## src/rtl/aes_block_assembler.sv

```systemverilog
// rtl/aes_block_assembler.sv - packs FIFO bytes MSB-first into PKCS#7-padded plaintext blocks
//
// Sits between the data FIFO and the AES core. Pops bytes into a BYTES-wide
// block. On flush, it pads a partial final block with PKCS#7 bytes. Each
// finished block is offered to the core with a valid/ready handshake.
//
// Ports:
//   clk, n_rst     clock and synchronous active-low reset
//   fifo_empty     FIFO empty flag; fifo_r_data is the head byte when not empty
//   fifo_r_enable  pop strobe; a pop happens on every edge where it is high
//   flush          one-cycle end-of-message pulse (latched until consumed)
//   block_ready    AES core accepts the block on this edge when block_valid=1
//   block_valid    block_data holds a complete block
//   block_data     assembled block; the first byte popped is in the top byte
//   block_padded   the presented block ends in PKCS#7 padding
//   byte_cnt       bytes loaded into the block in progress
module aes_block_assembler #(
  parameter int BYTES = 16,
  parameter int CNT_W = 5
) (
  input  logic               clk,
  input  logic               n_rst,
  input  logic               fifo_empty,
  input  logic [7:0]         fifo_r_data,
  output logic               fifo_r_enable,
  input  logic               flush,
  input  logic               block_ready,
  output logic               block_valid,
  output logic [BYTES*8-1:0] block_data,
  output logic               block_padded,
  output logic [CNT_W-1:0]   byte_cnt
);

  typedef enum logic [1:0] {
    ST_FILL,
    ST_PAD,
    ST_HOLD
  } state_e;

  localparam logic [CNT_W-1:0] LAST_SLOT = CNT_W'(BYTES - 1);

  state_e             state_q, state_d;
  logic [CNT_W-1:0]   cnt_q, cnt_d;
  logic [BYTES*8-1:0] data_q, data_d;
  logic               padded_q, padded_d;
  logic               flush_pend_q, flush_pend_d;
  logic [7:0]         pad_val_q, pad_val_d;
  logic               wr_en;
  logic [7:0]         wr_byte;

  always_comb begin
    state_d       = state_q;
    cnt_d         = cnt_q;
    data_d        = data_q;
    padded_d      = padded_q;
    pad_val_d     = pad_val_q;
    flush_pend_d  = flush_pend_q | flush;
    fifo_r_enable = 1'b0;
    wr_en         = 1'b0;
    wr_byte       = fifo_r_data;

    unique case (state_q)
      ST_FILL: begin
        // Gated by n_rst so nothing is popped while reset is held.
        fifo_r_enable = !fifo_empty && n_rst;
        if (!fifo_empty) begin
          // Data wins over a pending flush: the flush waits for an empty FIFO.
          wr_en = 1'b1;
          cnt_d = cnt_q + 1'b1;
          if (cnt_q == LAST_SLOT) begin
            state_d  = ST_HOLD;
            padded_d = 1'b0;
          end
        end else if (flush_pend_q) begin
          // Consume the pending flush; a new pulse this very cycle stays latched.
          flush_pend_d = flush;
          if (cnt_q != '0) begin
            state_d   = ST_PAD;
            pad_val_d = 8'(BYTES) - 8'(cnt_q);
          end
        end
      end

      ST_PAD: begin
        wr_en   = 1'b1;
        wr_byte = pad_val_q;
        cnt_d   = cnt_q + 1'b1;
        if (cnt_q == LAST_SLOT) begin
          state_d  = ST_HOLD;
          padded_d = 1'b1;
        end
      end

      ST_HOLD: begin
        if (block_ready) begin
          state_d  = ST_FILL;
          cnt_d    = '0;
          padded_d = 1'b0;
        end
      end

      default: state_d = ST_FILL;
    endcase

    // Slot 0 is the most significant byte of the block.
    if (wr_en) begin
      for (int i = 0; i < BYTES; i++) begin
        if (cnt_q == CNT_W'(i)) begin
          data_d[(BYTES-1-i)*8 +: 8] = wr_byte;
        end
      end
    end
  end

  always_ff @(posedge clk) begin
    if (!n_rst) begin
      state_q      <= ST_FILL;
      cnt_q        <= '0;
      data_q       <= '0;
      padded_q     <= 1'b0;
      flush_pend_q <= 1'b0;
      pad_val_q    <= 8'h00;
    end else begin
      state_q      <= state_d;
      cnt_q        <= cnt_d;
      data_q       <= data_d;
      padded_q     <= padded_d;
      flush_pend_q <= flush_pend_d;
      pad_val_q    <= pad_val_d;
    end
  end

  assign block_valid  = (state_q == ST_HOLD);
  assign block_data   = data_q;
  assign block_padded = padded_q;
  assign byte_cnt     = cnt_q;

endmodule

```

## config.mk

```make
export PLATFORM = sky130hd
export DESIGN_NAME = aes_block_assembler
export DESIGN_NICKNAME = d
export VERILOG_FILES = /design/src/rtl/aes_block_assembler.sv
export SDC_FILE = /design/constraint.sdc
export NUM_CORES = 1
export LEC_CHECK = 0
export CAP_MARGIN = 20
export CORE_MARGIN = 2
export CORE_UTILIZATION = 45
export DETAILED_ROUTE_END_ITERATION = 10
export GPL_ROUTABILITY_DRIVEN = 0
export PLACE_DENSITY = 0.77
export SYNTH_ARGS = -nofsm -noshare
export SYNTH_HDL_FRONTEND = slang
export SYNTH_SLANG_ARGS = --single-unit
```

## constraint.sdc

```tcl
create_clock -name clk -period 2 [get_ports clk]
set_input_delay 0.5 -clock clk [delete_from_list [all_inputs] [get_ports clk]]
set_output_delay 0.5 -clock clk [all_outputs]
set_load 0.01 [all_outputs]
```

# Word-level counts from Yosys, hierarchy flattened
# Cells that the tools add are included.
# word_totals
out_inout_bits	136
word_cells	94
reg_bits	145
input_bits	13
# op_classes
eq_ne	23
bitwise_logic	1
n_mux	21
n_addsub	2
n_reduce_logical	26
# op_table
operator	n
$eq A5 B4 Y1 const B	8
$reduce_and A2 Y1	16
$eq A5 B3 Y1 const B	4
$pmux W5 S3	1
$eq A5 B2 Y1 const B	2
$mux W2	5
$mux W5	2
$mux W1	9
$mux W8	1
$ne A2 B2 Y1 const B	4
$ne A3 B3 Y1 const B	2
$pmux W2 S3	1
$reduce_and A3 Y1	2
$sub A5 B5 Y6 const A	1
$add A5 B1 Y5 const B	1
$eq A5 B1 Y1 const B	1
$logic_not A5 Y1	1
$reduce_and A5 Y1	1
$reduce_bool A5 Y1	1
$reduce_and A4 Y1	1
$pmux W1 S3	1
$reduce_bool A3 Y1	1
$eq A2 B1 Y1 const B	1
$eq A2 B2 Y1 const B	1
other kinds (5)	5

# Logic depth before layout (Yosys ltp)
# depth
word_depth	5
mapped_depth	8
mapped_depth_nobuf	7

# Least setup slack after synthesis
# Ideal clock, no wire load.
# synth_path
path_type	register to register
start	register cnt_q[0] (netlist: byte_cnt[0])
end	register state_q[0]
stages_incl_launch_ff	9
path_slack_ps	-6
t_required_ps	1922
period_less_slack_ps	2006
setup_time_ps	78
t_arrival_ps	1928
n_path_buf	1
path_cell_list	dfxtp_1 -> inv_1 -> ha_1 -> nor3b_1 -> ha_1 -> clkbuf_1 -> nand3b_1 -> mux2_2 -> nor3_1
# synth_between
elab_chain_cells	4
elab_cells_between_ends	7
classes_between	2 x eq/ne; 3 x mux; 2 x reduce/logical
# synth_rtl
element	line	source
start, declared	43	logic [CNT_W-1:0] cnt_q, cnt_d;
start signal, assigned	125	cnt_q <= cnt_d;
$eq A5 B4 Y1	70, 88	
$mux W2 (2 in a row)	--	
$pmux W2 S3	--	
end signal, assigned	124	state_q <= state_d;
end, declared	42	state_e state_q, state_d;
# Several ways; a longest one is shown, not always the timed one.
# A chain may end at the register's enable or synchronous reset.

# Worst setup path after layout
# layout_path
start	register cnt_q[1] (netlist: byte_cnt[1])
end	output port byte_cnt[1]
# layout_lines
element	line	source
end, declared	31	output logic [CNT_W-1:0] byte_cnt
# No word-level cell between the ends.

==> results.yml <==
critical_path:
  data_arrival_time_of_the_critical_path_ns: 1.46
  startpoint_type: "flop"
  worstSetupPathType: "reg -> out"
  worst-path-max-fanout: 5
  worstRegToRegCells: 5
  rrSetupSlack_ns: 0.09
  worstReg2RegEnd: "block_data[75]$_SDFFE_PN0P_"
  cp_launch_point: "byte_cnt[1]$_SDFFE_PN0P_"
  setup.worst_path.end_class: "primary output"
  critical_path.endpoint: "byte_cnt[1]"
  worst_ep_required_time_ns: 1.50
  worstReg2RegStart: "state_q[1]$_SDFFE_PN0P_"
floorplanning:
  fp.dieArea_um2: 14300
  die_extent_in_x_um: 120
  initial_cell_density_of_the_core_pct: 45.7
  fp.coreArea_um2: 13100
  ioPinCount: 149
  die_height_um: 120
  rows: 42
cts:
  cts_max_path_buffers: 2
  ctsHoldBuffers: 0
  cts-buffers-inserted: 17
  cts.reportedPaths.clkPinSlew_ns: 0.06
  cts.root.buffer_cell: "sky130_fd_sc_hd__clkbuf_16"
  tritoncts_num_sinks: 143
  clk-insertion-delay-late_ns: 0.42
  tritoncts: "done"
  cts_htree_levels: 4
global_routing:
  grt_first_pass_wirelength_um: 30000
  grt_overflow_total: 0
  grt_start_max_net_pins: 138
  groute.usage.overall_pct: 26.3
  number_of_antenna_violations_at_the_first_check_in_global_routing: 0
  first_global_vias: 5739
routing:
  dr_iter_0_viols: 805
  wire_per_inst_um: 20.5
  drt_first_pass_iters: 5
  vias: 5823
  routed_via_density: 6.30
  route.detailed.drc: 0
  antenna_violating_nets_post_route: 0
  route.final.wire_length_um: 19000
synth:
  synthesis.instances: 605
  netlist-cell-type-count: 42
  synth_seq_area_share_pct: 47.6
  synth_fp_nets: 625
  yosys_warnings: 0
  synth_area_per_inst_um2: 9.93
  synth.ff_latch_count: 143
  netlist_area_um2: 6010
timing:
  final-setup-viol-count: 0
  post-route-period-util_pct: 98.2
  fin_tns_setup_ns: 0
  achievable-frequency_mhz: 509
  relative_slew_slack_pct: 53.6
  clock-skew-final_ns: 0.0142
  final-hold-violation-count: 0
  worst_slew_pin_slew_ns: 0.696
  unrepaired_setup_endpoints_after_global_routing: "false"
  final-max-slew-violation-count: 0
  finalCriticalPeriod_ns: 1.96
run_status:
  status: "finished clean"
finish:
  post_layout_nonfiller_instances: 925
  layout.core_utilization_pct: 64.0
  antenna-diode-count: 0
  fraction_of_final_layout_cells_sized_beyond_drive_strength_1_pct: 17.0
  areaGrowthSynthToFinish_pct: 40.0
  layout.filler_cells: 1028
  layout.nets: 756
power:
  power.density_cell_area_nw_per_um2: 821
  leakagePower_nw: 2.83
  max-vdd-ir-drop_v: 0.000503
place:
  port_buffers: 148
  hpwlAfterDp_um: 12400
  dp.cells: 892
run:
  drv.max_cap_violation_count: 0
hold_path:
  min_path_type: "reg -> reg"
worst min path at each step:
stage | start | endpoint | slack (ns) | cells past startpoint
after detailed placement | pad_val_q[6]$_SDFFE_PN0P_ | pad_val_q[6]$_SDFFE_PN0P_ | 0.46 | 2
after global routing | pad_val_q[6]$_SDFFE_PN0P_ | pad_val_q[6]$_SDFFE_PN0P_ | 0.48 | 2
after CTS | pad_val_q[6]$_SDFFE_PN0P_ | pad_val_q[6]$_SDFFE_PN0P_ | 0.46 | 2
after global placement | pad_val_q[6]$_SDFFE_PN0P_ | pad_val_q[6]$_SDFFE_PN0P_ | 0.45 | 2
after floorplan | pad_val_q[6]$_SDFFE_PN0P_ | pad_val_q[6]$_SDFFE_PN0P_ | 0.44 | 2
final | pad_val_q[6]$_SDFFE_PN0P_ | pad_val_q[6]$_SDFFE_PN0P_ | 0.47 | 2
flip-flops by register name (all words and copies together), names as in the netlist:
| name | flops |
|---|---|
| byte_cnt | 5 |
| pad_val_q | 6 |
| block_data | 128 |
| state_q | 2 |
| flush_pend_q | 1 |
| block_padded | 1 |
worst max-delay path, stage by stage (launching register included):
cell and delay (ns):
sky130_fd_sc_hd__dfxtp_2 0.35, sky130_fd_sc_hd__buf_4 0.16, sky130_fd_sc_hd__clkdlybuf4s50_1 0.54
final cells by class:
type                       instances  area [um^2]  share of cell area [%]
timing repair buffer             203         2000                    23.8
clock buffer                      18          439                    5.22
clock inverter                    14          181                    2.16
inverter                           7         28.8                   0.342
sequential                       143         2870                    34.1
tap                              176          220                    2.62
multi-input combinational        364         2670                    31.7
cells by family (layout without fill, tap and decap cells):
logic type | count (synthesis) | after routing | synth area share (%)
adder cells (fa/ha/maj) | 7 | 7 | 1.46
multiplexers | 6 | 6 | 1.33
AO/OA/AOI/OAI | 287 | 287 | 33.9
AND/OR/NAND/NOR | 62 | 62 | 6.95
XOR/XNOR | 2 | 2 | 0.292
buffers and inverters | 98 | 242 | 8.39
flip-flops | 143 | 143 | 47.6
timing repair:
item,in CTS,in global routing
setup endpoints to repair,5,16
gates resized for setup,8,8
setup buffers,0,1
pin swaps,0,0
placed cells by master, fill, tap and decap left out, drive strengths merged, types with 4 or more instances in the layout:
cell type | netlist | routed
nor3b | 4 | 4
nor3 | 5 | 5
a31oi | 129 | 129
o21ai | 5 | 5
buf | 63 | 55
clkbuf | 28 | 18
clkinvlp | 0 | 4
a211oi | 129 | 129
clkdlybuf4s50 | 0 | 144
a21oi | 12 | 12
nor2 | 4 | 4
nand3 | 6 | 6
dfxtp | 143 | 143
and3b | 10 | 10
ha | 7 | 7
and3 | 20 | 20
inv | 6 | 11
mux2i | 5 | 5
where the power goes:
| group | total, mW | leakage [nW] | internal, mW | switching [mW] |
|---|---|---|---|---|
| Sequential | 2.94 | 1.16 | 2.90 | 0.0379 |
| Combinational | 0.664 | 1.38 | 0.279 | 0.384 |
| Clock | 3.31 | 0.290 | 2.02 | 1.29 |
| Total | 6.91 | 2.83 | 5.19 | 1.72 |
synthesized netlist by cell type, drive strengths merged:
library cell	n	share of area [%]
a211oi	129	17
a21boi	1	0.12
a21oi	12	1.2
a311oi	1	0.15
a31oi	129	13
and3	20	2.1
and3b	10	1.5
buf	63	6.2
clkbuf	28	1.8
clkinv	1	0.062
dfxtp	143	48
ha	7	1.5
inv	6	0.37
mux2	1	0.19
mux2i	5	1.1
nand2	3	0.19
nand2b	2	0.21
nand3	6	0.50
nand3b	2	0.25
nor2	4	0.37
nor2b	2	0.21
nor3	5	0.50
nor3b	4	0.75
o211ai	3	0.37
o21a	2	0.25
o21ai	5	0.42
o22ai	2	0.21
o311ai	2	0.29
o41ai	1	0.15
or2	1	0.10
or3	2	0.21
or4	1	0.12
xnor2	1	0.15
xor2	1	0.15
per-stage QoR:
stage / worst slack, ns / instance area (um^2) / total power, mW / hold WS, ns
floorplan: 0.0441 / 6010 / 3.34 / 0.442
global placement: -0.297 / 7750 / 3.62 / 0.449
detailed placement: -0.295 / 7750 / 3.64 / 0.455
CTS: 0.00440 / 8380 / 6.90 / 0.464
global route: 0.00736 / 8410 / 7.08 / 0.485
finish: 0.0360 / 8410 / 6.91 / 0.468
metal layers:
| layer | share of wire, % | global-route usage, % | routed length [um] | up-vias |
|---|---|---|---|---|
| met5 | 0 | 0 | 0 | - |
| met4 | 2.1 | 9.56 | 400 | 0 |
| met3 | 7.1 | 4.71 | 1350 | 45 |
| met2 | 49 | 43.5 | 9390 | 306 |
| met1 | 41 | 34.3 | 7860 | 2830 |
| li1 | - | - | - | 2642 |
No activity file was read; power rests on OpenSTA's default activity.
